$ cat src/rtl/tx_code_scheduler.sv
// tx_code_scheduler: round-robin arbiter in front of a single TX serializer.
// Grants one pending 8-bit code at a time, shifts it out MSB first with each
// bit held BIT_CYCLES clocks, then holds the channel idle for a guard gap.
module tx_code_scheduler #(
  parameter int NUM_REQ    = 4,
  parameter int BIT_CYCLES = 4,
  parameter int GUARD_BITS = 2
) (
  input  logic                 clk,
  input  logic                 rst,
  input  logic                 enable,
  input  logic [NUM_REQ-1:0]   req,
  input  logic [8*NUM_REQ-1:0] code_in,
  output logic [NUM_REQ-1:0]   ack,
  output logic                 reject,
  output logic                 tx_bit,
  output logic                 tx_active,
  output logic                 busy
);

  localparam int PW   = (NUM_REQ > 1) ? $clog2(NUM_REQ) : 1;
  localparam int CW   = (BIT_CYCLES > 1) ? $clog2(BIT_CYCLES) : 1;
  localparam int GCYC = GUARD_BITS * BIT_CYCLES;
  localparam int GW   = (GCYC > 1) ? $clog2(GCYC) : 1;
  localparam logic [CW-1:0] CLAST = CW'(BIT_CYCLES - 1);
  localparam logic [GW-1:0] GLAST = GW'((GCYC > 0) ? GCYC - 1 : 0);

  typedef enum logic [1:0] {S_IDLE, S_SHIFT, S_GUARD} state_t;

  state_t               state_q;
  logic [PW-1:0]        ptr_q;
  logic [6:0]           sh_q;       // bits still to send after the one on tx_bit
  logic [CW-1:0]        cyc_q;
  logic [2:0]           bit_q;
  logic [GW-1:0]        gcnt_q;
  logic [NUM_REQ-1:0]   ack_q;
  logic                 reject_q;
  logic                 tx_bit_q;
  logic                 tx_active_q;
  logic                 busy_q;

  logic [NUM_REQ-1:0][7:0] codes_w;
  logic                    gnt_vld_d;
  logic [PW-1:0]           gnt_idx_d;
  logic [PW-1:0]           ptr_d;
  logic [7:0]              gnt_code_d;
  int                      j;

  assign codes_w = code_in;

  // Round-robin pick: first pending requester at or after the pointer, wrapping.
  always_comb begin
    gnt_vld_d = 1'b0;
    gnt_idx_d = '0;
    j         = 0;
    for (int k = NUM_REQ - 1; k >= 0; k--) begin
      j = int'(ptr_q) + k;
      if (j >= NUM_REQ) j = j - NUM_REQ;
      if (req[PW'(j)]) begin
        gnt_vld_d = 1'b1;
        gnt_idx_d = PW'(j);
      end
    end
    gnt_code_d = codes_w[gnt_idx_d];
    ptr_d      = (gnt_idx_d == PW'(NUM_REQ - 1)) ? '0 : gnt_idx_d + PW'(1);
  end

  // Grant / shift / guard FSM with all outputs registered.
  always_ff @(posedge clk) begin
    if (rst) begin
      state_q     <= S_IDLE;
      ptr_q       <= '0;
      sh_q        <= '0;
      cyc_q       <= '0;
      bit_q       <= '0;
      gcnt_q      <= '0;
      ack_q       <= '0;
      reject_q    <= 1'b0;
      tx_bit_q    <= 1'b0;
      tx_active_q <= 1'b0;
      busy_q      <= 1'b0;
    end else begin
      ack_q    <= '0;
      reject_q <= 1'b0;
      case (state_q)
        S_IDLE: begin
          if (enable && gnt_vld_d) begin
            ack_q <= {{(NUM_REQ-1){1'b0}}, 1'b1} << gnt_idx_d;
            ptr_q <= ptr_d;
            if (gnt_code_d[7]) begin
              state_q     <= S_SHIFT;
              sh_q        <= gnt_code_d[6:0];
              tx_bit_q    <= gnt_code_d[7];
              tx_active_q <= 1'b1;
              busy_q      <= 1'b1;
              cyc_q       <= '0;
              bit_q       <= '0;
            end else begin
              // Invalid code is dropped; the channel stays free.
              reject_q <= 1'b1;
            end
          end
        end
        S_SHIFT: begin
          if (cyc_q == CLAST) begin
            cyc_q <= '0;
            if (bit_q == 3'd7) begin
              tx_active_q <= 1'b0;
              tx_bit_q    <= 1'b0;
              if (GCYC == 0) begin
                state_q <= S_IDLE;
                busy_q  <= 1'b0;
              end else begin
                state_q <= S_GUARD;
                gcnt_q  <= '0;
              end
            end else begin
              bit_q    <= bit_q + 3'd1;
              tx_bit_q <= sh_q[6];
              sh_q     <= {sh_q[5:0], 1'b0};
            end
          end else begin
            cyc_q <= cyc_q + CW'(1);
          end
        end
        S_GUARD: begin
          if (gcnt_q == GLAST) begin
            state_q <= S_IDLE;
            busy_q  <= 1'b0;
          end else begin
            gcnt_q <= gcnt_q + GW'(1);
          end
        end
        default: state_q <= S_IDLE;
      endcase
    end
  end

  assign ack       = ack_q;
  assign reject    = reject_q;
  assign tx_bit    = tx_bit_q;
  assign tx_active = tx_active_q;
  assign busy      = busy_q;

endmodule

$ cat config.mk
export PLATFORM = sky130hd
export DESIGN_NAME = tx_code_scheduler
export DESIGN_NICKNAME = d
export VERILOG_FILES = /design/src/rtl/tx_code_scheduler.sv
export SDC_FILE = /design/constraint.sdc
export NUM_CORES = 1
export LEC_CHECK = 0
export CAP_MARGIN = 25
export CORE_MARGIN = 2
export CORE_UTILIZATION = 46
export DETAILED_ROUTE_END_ITERATION = 6
export HOLD_SLACK_MARGIN = 0.08
export PLACE_DENSITY = 0.79
export SYNTH_ARGS = -nofsm -noshare
export SYNTH_HDL_FRONTEND = slang
export SYNTH_SLANG_ARGS = --single-unit
$ cat constraint.sdc
create_clock -name clk -period 2.25 [get_ports clk]
set_input_delay 0.225 -clock clk [delete_from_list [all_inputs] [get_ports clk]]
set_output_delay 0.225 -clock clk [all_outputs]
set_load 0.05 [all_outputs]
==> flow_summary.toml, run 1 <==
[timing]
finalCritPeriodShare_pct = 90.00
rsz0062_at_grt = "false"
whs_ns = 0.4713
maxSlewViolCount = 0
setup_viol_count_final = 0
hold_viol = 0
post-route-min-period_ns = 2.025
fin_skew_ns = 0.006931
max_freq_mhz = 493.8
relSlewSlack_pct = 65.93
finalSetupTns_ns = 0
tightest_slew_ns = 0.5081

[placement]
io_buffers = 46
gp_congestion = 0.8549
hpwlAfterDp_mm = 3.192

[floorplan]
dieArea_mm2 = 0.003821
core_area_mm2 = 0.003128
ios = 47
num_rows = 20
start_util_pct = 49.16
die_y_um = 61.82
die_w_um = 61.82

[worst_setup_path]
rrSetupSlack_ns = 0.24
arrival_ns = 2.26
crit_fanout = 4
end_kind = "register"
crit_path_top_delay_cell = "clkdlybuf4s50_1"
critPathLaunchType = "primary input"
critical_path_class = "in -> reg"
crit_cells = 7
cpPeakStageDelay_ns = 0.54
critPathTopFamily = "simple AND/OR/NAND/NOR gates"
rr_worst_depth = 6
required_ns = 2.49
cp.buffers_inverters = 1
cp_cell_sequence = "clkdlybuf4s50_1 > nor4_1 > or3b_1 > or2_1 > a211o_1 > and3_4 > mux2_4"

[clock_tree]
clkTransAtPathRegs_ns = 0.15
htree_levels = 1
tritoncts = "done"
numClockSinks = 27
clk_latency_ns = 0.32
root_buffer = "clkbuf_4"
cts_max_path_buffers = 2
post_cts_buffers = 0
cts_made_buffers = 3

[detailed_routing]
wl_met3_um = 100
routed.top_layer = "met4"
m1WireLength_mm = 1.894
drt-wirelength-per-cell_um = 14.58
num_vias = 1505
antenna_left = 0
drt-total-wl_mm = 4.053
vias_per_cell = 5.414
drtPass1Iterations = 4
drtIter0Drc = 59
drc = 0
dr_wl_met2_mm = 2.021

[hold_path]
hold_path.class = "reg -> reg"
whs_path_depth = 2

[global_route]
grt_pass1_vias = 1401
grt_pass1_wl_mm = 6.320
grt_use_total_pct = 22.42
grt_start_max_net_pins = 17
grt-ovfl-total = 0
antenna_found_initial = 0

[cells_and_area]
fin_nets = 279
final_util_pct = 69.44
antenna_cells = 0
layout_commonest_cell = "clkdlybuf4s50_1"
layout_common_cells = "clkdlybuf4s50_1, dfxtp_1, nor2_1"
fillers = 264
syn_to_final_growth_pct = 41.25
drive_above_1_share_pct = 14.53

[synthesis]
synth_edf_count = 0
seq_area_frac_synth_pct = 35.15
synth-seq-cells = 27
syn_nets = 220
syn_area_mm2 = 0.001538
ys.warnings.count = 0
synth_area_per_cell_um2 = 8.737
async_flop_share_pct = 0
yosys.cell_types.count = 46
synth_ff_type = "dfxtp_1"
syn-instance-count = 176

[pwr]
leakagePower_uw = 0.0008857
power_density_mw_per_mm2 = 575.6
ir_drop_v = 0.0004673

[run_status]
status = "completed"

[run]
maxCapViolCount = 0
## cells by family after synthesis
group           after synthesis  synth area share, %
buf+inv                      15                4.230
compound gates               47                23.35
mux                          17                11.88
flops                        27                35.15
fa+ha+maj                     5                4.068
xor+xnor                      1               0.5697
simple gates                 64                20.75
## layout make-up
class	instances	area [um2]	area share (%)
Tap cell	44	55.05	2.535
Multi-Input combinational cell	134	937.1	43.15
Timing Repair Buffer	60	578.1	26.61
Clock inverter	1	5.005	0.2304
Clock buffer	3	22.52	1.037
Sequential cell	27	540.5	24.88
Inverter	9	33.78	1.555
## power by group
part           internal, uW  total [uW]  switching (uW)
Sequential              518         546            28.1
Clock                  66.6         213             146
Combinational           246         491             245
Total                   831        1250             419
## per-stage QoR
step	worst slack, ns	instances	total power, uW	cell area (um2)
finish	0.2250	278	1250	2172
global route	0.07646	278	1316	2172
CTS	0.1282	278	1248	2167
detailed placement	-0.2297	274	1040	2140
global placement	-0.06475	274	1025	2140
floorplan	0.3466	176	839.4	1538
## per-layer routing
layer	vias up	GRT usage, %
met2	28	39.55
li1	774	-
met1	701	28.94
met3	2	3.106
met5	-	0
met4	0	5.471
## cells in the mapped netlist, drive strengths merged, types with 2 or more instances
cell | instances | area [um2]
dfxtp | 27 | 540.5
nor2 | 20 | 75.07
a21oi | 12 | 60.06
nand2 | 12 | 45.04
mux2i | 10 | 100.1
inv | 9 | 33.78
mux2 | 7 | 82.57
nand3 | 7 | 35.03
nor2b | 6 | 37.54
o2bb2ai | 6 | 52.55
o32ai | 6 | 52.55
ha | 5 | 62.56
clkbuf | 4 | 15.01
nor3 | 4 | 20.02
nor4 | 4 | 25.02
a211o | 3 | 27.53
o21ai | 3 | 15.01
or2 | 3 | 18.77
a211oi | 2 | 15.01
a22o | 2 | 17.52
a41o | 2 | 20.02
and3 | 2 | 17.52
buf | 2 | 16.26
o22a | 2 | 17.52
## state kept, by name, summed over array words and instances, names as in the netlist
signal / flops
tx_bit: 1
bit_q: 3
ptr_q: 2
ack: 4
sh_q: 7
tx_active: 1
reject: 1
cyc_q: 2
gcnt_q: 3
state_q: 2
busy: 1
## final timing paths
kind	from	to
worst max register to register	ptr_q[1]$_SDFFE_PP0P_	bit_q[0]$_SDFFE_PP0P_
worst min register to register	sh_q[5]$_SDFFE_PP0P_	sh_q[5]$_SDFFE_PP0P_
worst max-delay path	req[0]	bit_q[0]$_SDFFE_PP0P_
worst min-delay path	sh_q[5]$_SDFFE_PP0P_	sh_q[5]$_SDFFE_PP0P_
## tightest hold or removal path: stages (launching register included)
cell     delay [ns]
dfxtp_1        0.34
inv_1          0.05
o32ai_1        0.05
## what timing repair did
| item | 4_1_cts | 5_1_grt |
|---|---|---|
| hold buffers | 0 | 0 |
| gates resized for setup | 0 | 1 |
| endpoints found under the setup margin | 0 | 6 |
| hold endpoints to repair | 0 | 0 |
(Power assumes the default switching activity.)
==> run 2, diff against run 1 <==
==> constraint.sdc (replaced) <==
create_clock -name clk -period 2.25 [get_ports clk]
set_input_delay 0.225 -clock clk [delete_from_list [all_inputs] [get_ports clk]]
set_output_delay 0.225 -clock clk [all_outputs]
set_load 0.005 [all_outputs]
==> results of run 2 <==
Same layout as run 1 (identical final DEF). Status: completed.
Main changes from that run: total power 1250 uW -> 1207 uW; worst IR drop on VDD 0.0004673 V -> 0.0004671 V
==> edit 1, RTL diff (flow settings as in run 2) <==
Change the parameter `NUM_REQ` from 4 to 16.
--- a/src/rtl/tx_code_scheduler.sv
+++ b/src/rtl/tx_code_scheduler.sv
@@ -2,7 +2,7 @@
 // Grants one pending 8-bit code at a time, shifts it out MSB first with each
 // bit held BIT_CYCLES clocks, then holds the channel idle for a guard gap.
 module tx_code_scheduler #(
-  parameter int NUM_REQ    = 4,
+  parameter int NUM_REQ    = 16,
   parameter int BIT_CYCLES = 4,
   parameter int GUARD_BITS = 2
 ) (
Ports: changed (resized ack, code_in and req); port bits go from 47 to 167. The function was not compared with the original's and may differ.
==> edit 1 against run 2 <==
- the run now ends with setup timing left
- global-route usage increased by 14 points
- via count rose to 4.7 times the old value
- routed wire length grew to 6.2 times the old value
- largest cell class unchanged
- non-clock buffer count up 306
- final cell count grew to 4.1 times the old value
- design area rose to 4.3 times the old value
- setup slack worse by 2.5 ns
- register-to-register slack lost 2.5 ns
- critical endpoint is now sh_q[0]
- sequential cell count increased by 14
- synthesized area rose to 3.4 times the old value
Power is left out: it rests on default switching activity, and per cell area and clock period it moved more than threefold.
==> edit 1: results (changes against run 2) <==
stage,metric,value,unit,change
status,outcome,"complete, but fails checks",,"was finished, final reports clean"
status,failing checks,setup timing,,
synth,library cells used by synthesis,80,,was 46
global_route,first-pass GRT wire length,36320,microns,was 6320 microns
clock_network,total CTS buffers,5,,was 3
route,vias per std cell,6.200,,was 5.414
route,DRT Pass-1 Iters,5,,was 4
setup_path,crit path DAT,4.74,ns,was 2.26 ns
synth,"Seq/Total Area, Yosys",0.1574,,was 0.3515
final_layout,nets@finish,1160,,was 279
setup_path,crit path kind,flop to flop,,was input port to flop
timing,Setup WS post-layout,-2.271,ns,was 0.2250 ns
global_route,vias in the first global route,6735,,was 1401
timing,final setup fails,37,,was 0
final_layout,synth-to-layout area growth,77.62,%,was 41.25%
setup_path,R2R Path Start,ptr_q[0],,was ptr_q[1]
place,Placed Area,8162,sq um,was 2140 sq um
clock_network,CTS root buffer,clkbuf_16,,was clkbuf_4
final_layout,max reg flops,16,,was 7
route,drt initial violations,822,,was 59
clock_network,clock latency on the worst-skew pair,0.28,ns,was 0.32 ns
timing,setup TNS,-68.81,ns,was 0 ns
final_layout,fill count,651,,was 264
timing,actual slew at the worst max-slew pin,0.5730,ns,was 0.5081 ns
clock_network,clk slew on worst S/H paths,0.07,ns,was 0.15 ns
synth,"top cells by area, synth","dfxtp_1 16%, mux4_2 12%, nand2_1 8.7%",,"was dfxtp_1 35%, mux2i_1 6.5%, nor2_1 4.9%"
place,Post-DP HPWL,18330,microns,was 3192 microns
synth,syn_nets,831,,was 220
place,PortBufs,166,,was 46
clock_network,H-tree Lvls,2,,was 1
timing,clk_skew,0.006339,ns,was 0.006931 ns
place,RePlAce Congestion,1.044,,was 0.8549
route,DR WL/cell,22.17,microns,was 14.58 microns
setup_path,highest net fanout along the worst path,6,,was 4
[edit 1: changes by cell type in the layout (fill, tap and decap cells not counted), sizes merged, moves of 14 or more]
cell | run 2 | this run
clkdlybuf4s50 | 46 | 166
inv | 9 | 24
o21ai | 3 | 31
dfxtp | 27 | 41
buf | 14 | 199
a21oi | 12 | 31
and3 | 2 | 26
nor2 | 20 | 51
nand3 | 7 | 29
nand2 | 12 | 121
mux2i | 10 | 43
mux4 | 0 | 31
[edit 1: layout make-up]
class / count / area share
multi-input cells: 556 / 0.4987
repair buffers: 366 / 0.3649
flip-flops and latches: 41 / 0.08926
well taps: 140 / 0.01891
clock buffers: 6 / 0.01499
inverters: 25 / 0.01175
clock inverters: 2 / 0.001485
[edit 1: worst paths after layout]
path              endpoint  slack (ns)  cells past startpoint
setup / recovery   sh_q[0]       -2.27                     15
hold / removal     sh_q[2]        0.49                      2
setup reg to reg   sh_q[0]       -2.27                     15
hold reg to reg    sh_q[2]        0.49                      2
[edit 1: cells by family (layout without fill, tap and decap cells)]
| logic type | count (synthesis) | after routing | share of synthesized area |
|---|---|---|---|
| adder cells (fa/ha/maj) | 18 | 18 | 0.04318 |
| AO/OA/AOI/OAI | 156 | 156 | 0.2168 |
| flip-flops | 41 | 41 | 0.1574 |
| AND/OR/NAND/NOR | 282 | 282 | 0.2535 |
| XOR/XNOR | 13 | 13 | 0.02183 |
| multiplexers | 87 | 87 | 0.2497 |
| buffers and inverters | 69 | 399 | 0.05757 |
[edit 1: per-stage QoR]
stage               instances  setup WS (ns)
CTS                      1108         -2.124
detailed placement       1091         -2.338
global route             1136         -2.363
global placement         1091         -2.188
finish                   1136         -2.271
floorplan                 666         -2.525
[edit 1: repair_timing]
item                                    4_1_cts  5_1_grt
pin swaps                                    12       20
cloned                                        0        1
endpoints found under the setup margin       37       37
endpoints found under the hold margin         0        0
buffers inserted                              9       28
resized for setup                            38      107
[edit 1: layer usage]
layer / vias to the layer above / share of wire / global-route usage
li1: 3147 / - / -
met1: 3376 / 0.38 / 0.4592
met5: - / 0 / 0
met4: 0 / 0.031 / 0.09500
met2: 445 / 0.50 / 0.6458
met3: 75 / 0.086 / 0.05982
[edit 1: worst max-delay path: stages (launching register included)]
cell	delay (ns)
dfxtp_4	0.42
clkinv_8	0.06
ha_4	0.32
mux4_2	0.25
inv_2	0.05
mux4_2	0.48
or3_1	0.37
a311o_1	0.35
a211oi_2	0.28
o22a_2	0.22
mux4_2	0.50
or2_4	0.27
a21oi_4	0.23
a211oi_4	0.09
or3b_4	0.42
a21oi_2	0.13
==> edit 2, RTL diff (settings of run 2) <==
Without the edit above. Re-encode `state_t` (3 states) as one-hot, 3 bits wide.
--- a/src/rtl/tx_code_scheduler.sv
+++ b/src/rtl/tx_code_scheduler.sv
@@ -25,7 +25,7 @@
   localparam logic [CW-1:0] CLAST = CW'(BIT_CYCLES - 1);
   localparam logic [GW-1:0] GLAST = GW'((GCYC > 0) ? GCYC - 1 : 0);
 
-  typedef enum logic [1:0] {S_IDLE, S_SHIFT, S_GUARD} state_t;
+  typedef enum logic [2:0] {S_IDLE = 3'b001, S_SHIFT = 3'b010, S_GUARD = 3'b100} state_t;
 
   state_t               state_q;
   logic [PW-1:0]        ptr_q;
Check against the original RTL: no difference found for any inputs over 10 cycles, from zero or initial values and one cycle with rst high; not proved beyond that.
==> edit 2 against run 2 <==
- clock skew down 0.0019 ns
- worst hold slack better by 0.0062 ns
- sequential cell count grew 1
- first-iteration DRC count increased by 49%
- synthesized area is 2.2% higher
- routed wire length decreased by 5.5%
- via count is 0.53% higher
- design area down 0.69%
- critical path depth unchanged
- total power up 2.8%
- setup slack lost 0.12 ns
- final cell count is 1.1% lower
- critical path type unchanged
- critical endpoint is now sh_q[6]
- highest routed layer unchanged
==> edit 2: results (changes against run 2) <==
stage,metric,value,unit,change
status,outcome,"finished, final reports clean",,unchanged
setup_path,Reg-to-Reg End,sh_q[6],,was bit_q[0]
global_route,GR Layer Usage met2,0.3562,,was 0.3955
power_and_ir_drop,VDD IR max,0.0003555,V,was 0.0004671 V
synth,Commonest cells post-synth,"31 x nor2_1, 28 x dfxtp_1, 19 x mux2i_1",,"was 27 x dfxtp_1, 20 x nor2_1, 12 x a21oi_1, 12 x nand2_1, 10 x mux2i_1"
final_layout,fill count,283,,was 264
global_route,met3 Use GR,0.04324,,was 0.03106
setup_path,Critical Path Start,req[2],,was req[0]
route,drt initial violations,88,,was 59
setup_path,crit path DAT,2.36,ns,was 2.26 ns
route,wire length on met2,1884,microns,was 2021 microns
final_layout,nets@finish,274,,was 279
global_route,GR Layer Usage met1,0.2543,,was 0.2894
final_layout,#MultiIn Comb,137,,was 134
setup_path,r2r setup slk,0.18,ns,was 0.24 ns
final_layout,signal buffers share of area,0.2604,,was 0.2661
final_layout,nonclk inv count,1,,was 9
final_layout,multi-input combinational area share,0.4345,,was 0.4315
global_route,largest net degree at the start of global routing,18,,was 17
timing,Max-Slew Margin vs Limit,0.5513,,was 0.6593
timing,clk_skew,0.005015,ns,was 0.006931 ns
worst_hold_path,min-delay src,gcnt_q[1],,was sh_q[5]
final_layout,clkbuf count,4,,was 3
synth,library cells used by synthesis,42,,was 46
power_and_ir_drop,clock power share,0.193,,was 0.176
timing,period utilisation layout,0.9545,,was 0.9000
setup_path,highest net fanout along the worst path,6,,was 4
power_and_ir_drop,switching share of power,0.2894,,was 0.3114
global_route,first-pass GRT wire length,6630,microns,was 6320 microns
final_layout,Clock-cell share,0.01682,,was 0.01267
place,Placed Area,2117,sq um,was 2140 sq um
synth,syn_nets,222,,was 220
route,met3 WL,192,microns,was 100 microns
synth,"Seq/Total Area, Yosys",0.3567,,was 0.3515
synth,"top cells by area, synth","dfxtp_1 36%, mux2i_1 12%, nor2_1 7.4%",,"was dfxtp_1 35%, mux2i_1 6.5%, nor2_1 4.9%"
synth,Post-Syn Area,1572,sq um,was 1538 sq um
route,DR WL/cell,13.93,microns,was 14.58 microns
place,DP Worst Slack,-0.2748,ns,was -0.2297 ns
route,vias,1513,,was 1505
[edit 2: changes by cell type after synthesis, sizes merged, moves of 3 or more]
cell,run 2,this run
buf,2,6
inv,9,1
a221oi,0,7
mux2i,10,19
mux2,7,1
o32ai,6,0
nor2b,6,2
o2bb2ai,6,0
a221o,0,7
nand2,12,15
nor2,20,31
[edit 2: cells by family (layout without fill, tap and decap cells)]
family	Yosys count	count (layout)	share of synthesized area
flip-flops	28	28	0.3567
multiplexers	20	20	0.1282
AO/OA/AOI/OAI	37	37	0.1943
XOR/XNOR	1	1	0.005574
adder cells (fa/ha/maj)	5	5	0.03981
AND/OR/NAND/NOR	74	74	0.2245
buffers and inverters	13	64	0.05094
[edit 2: through the flow]
step	util	std cells
2_1_floorplan	-	178
3_5_place_dp	0.6395	271
6_report	0.6516	275
5_1_grt	0.6516	275
3_3_place_gp	0.6395	271
4_1_cts	0.6504	275
[edit 2: what timing repair did]
item | CTS | global route
setup endpoints to repair | 0 | 3
hold endpoints to repair | 0 | 0
resized for setup | 0 | 2
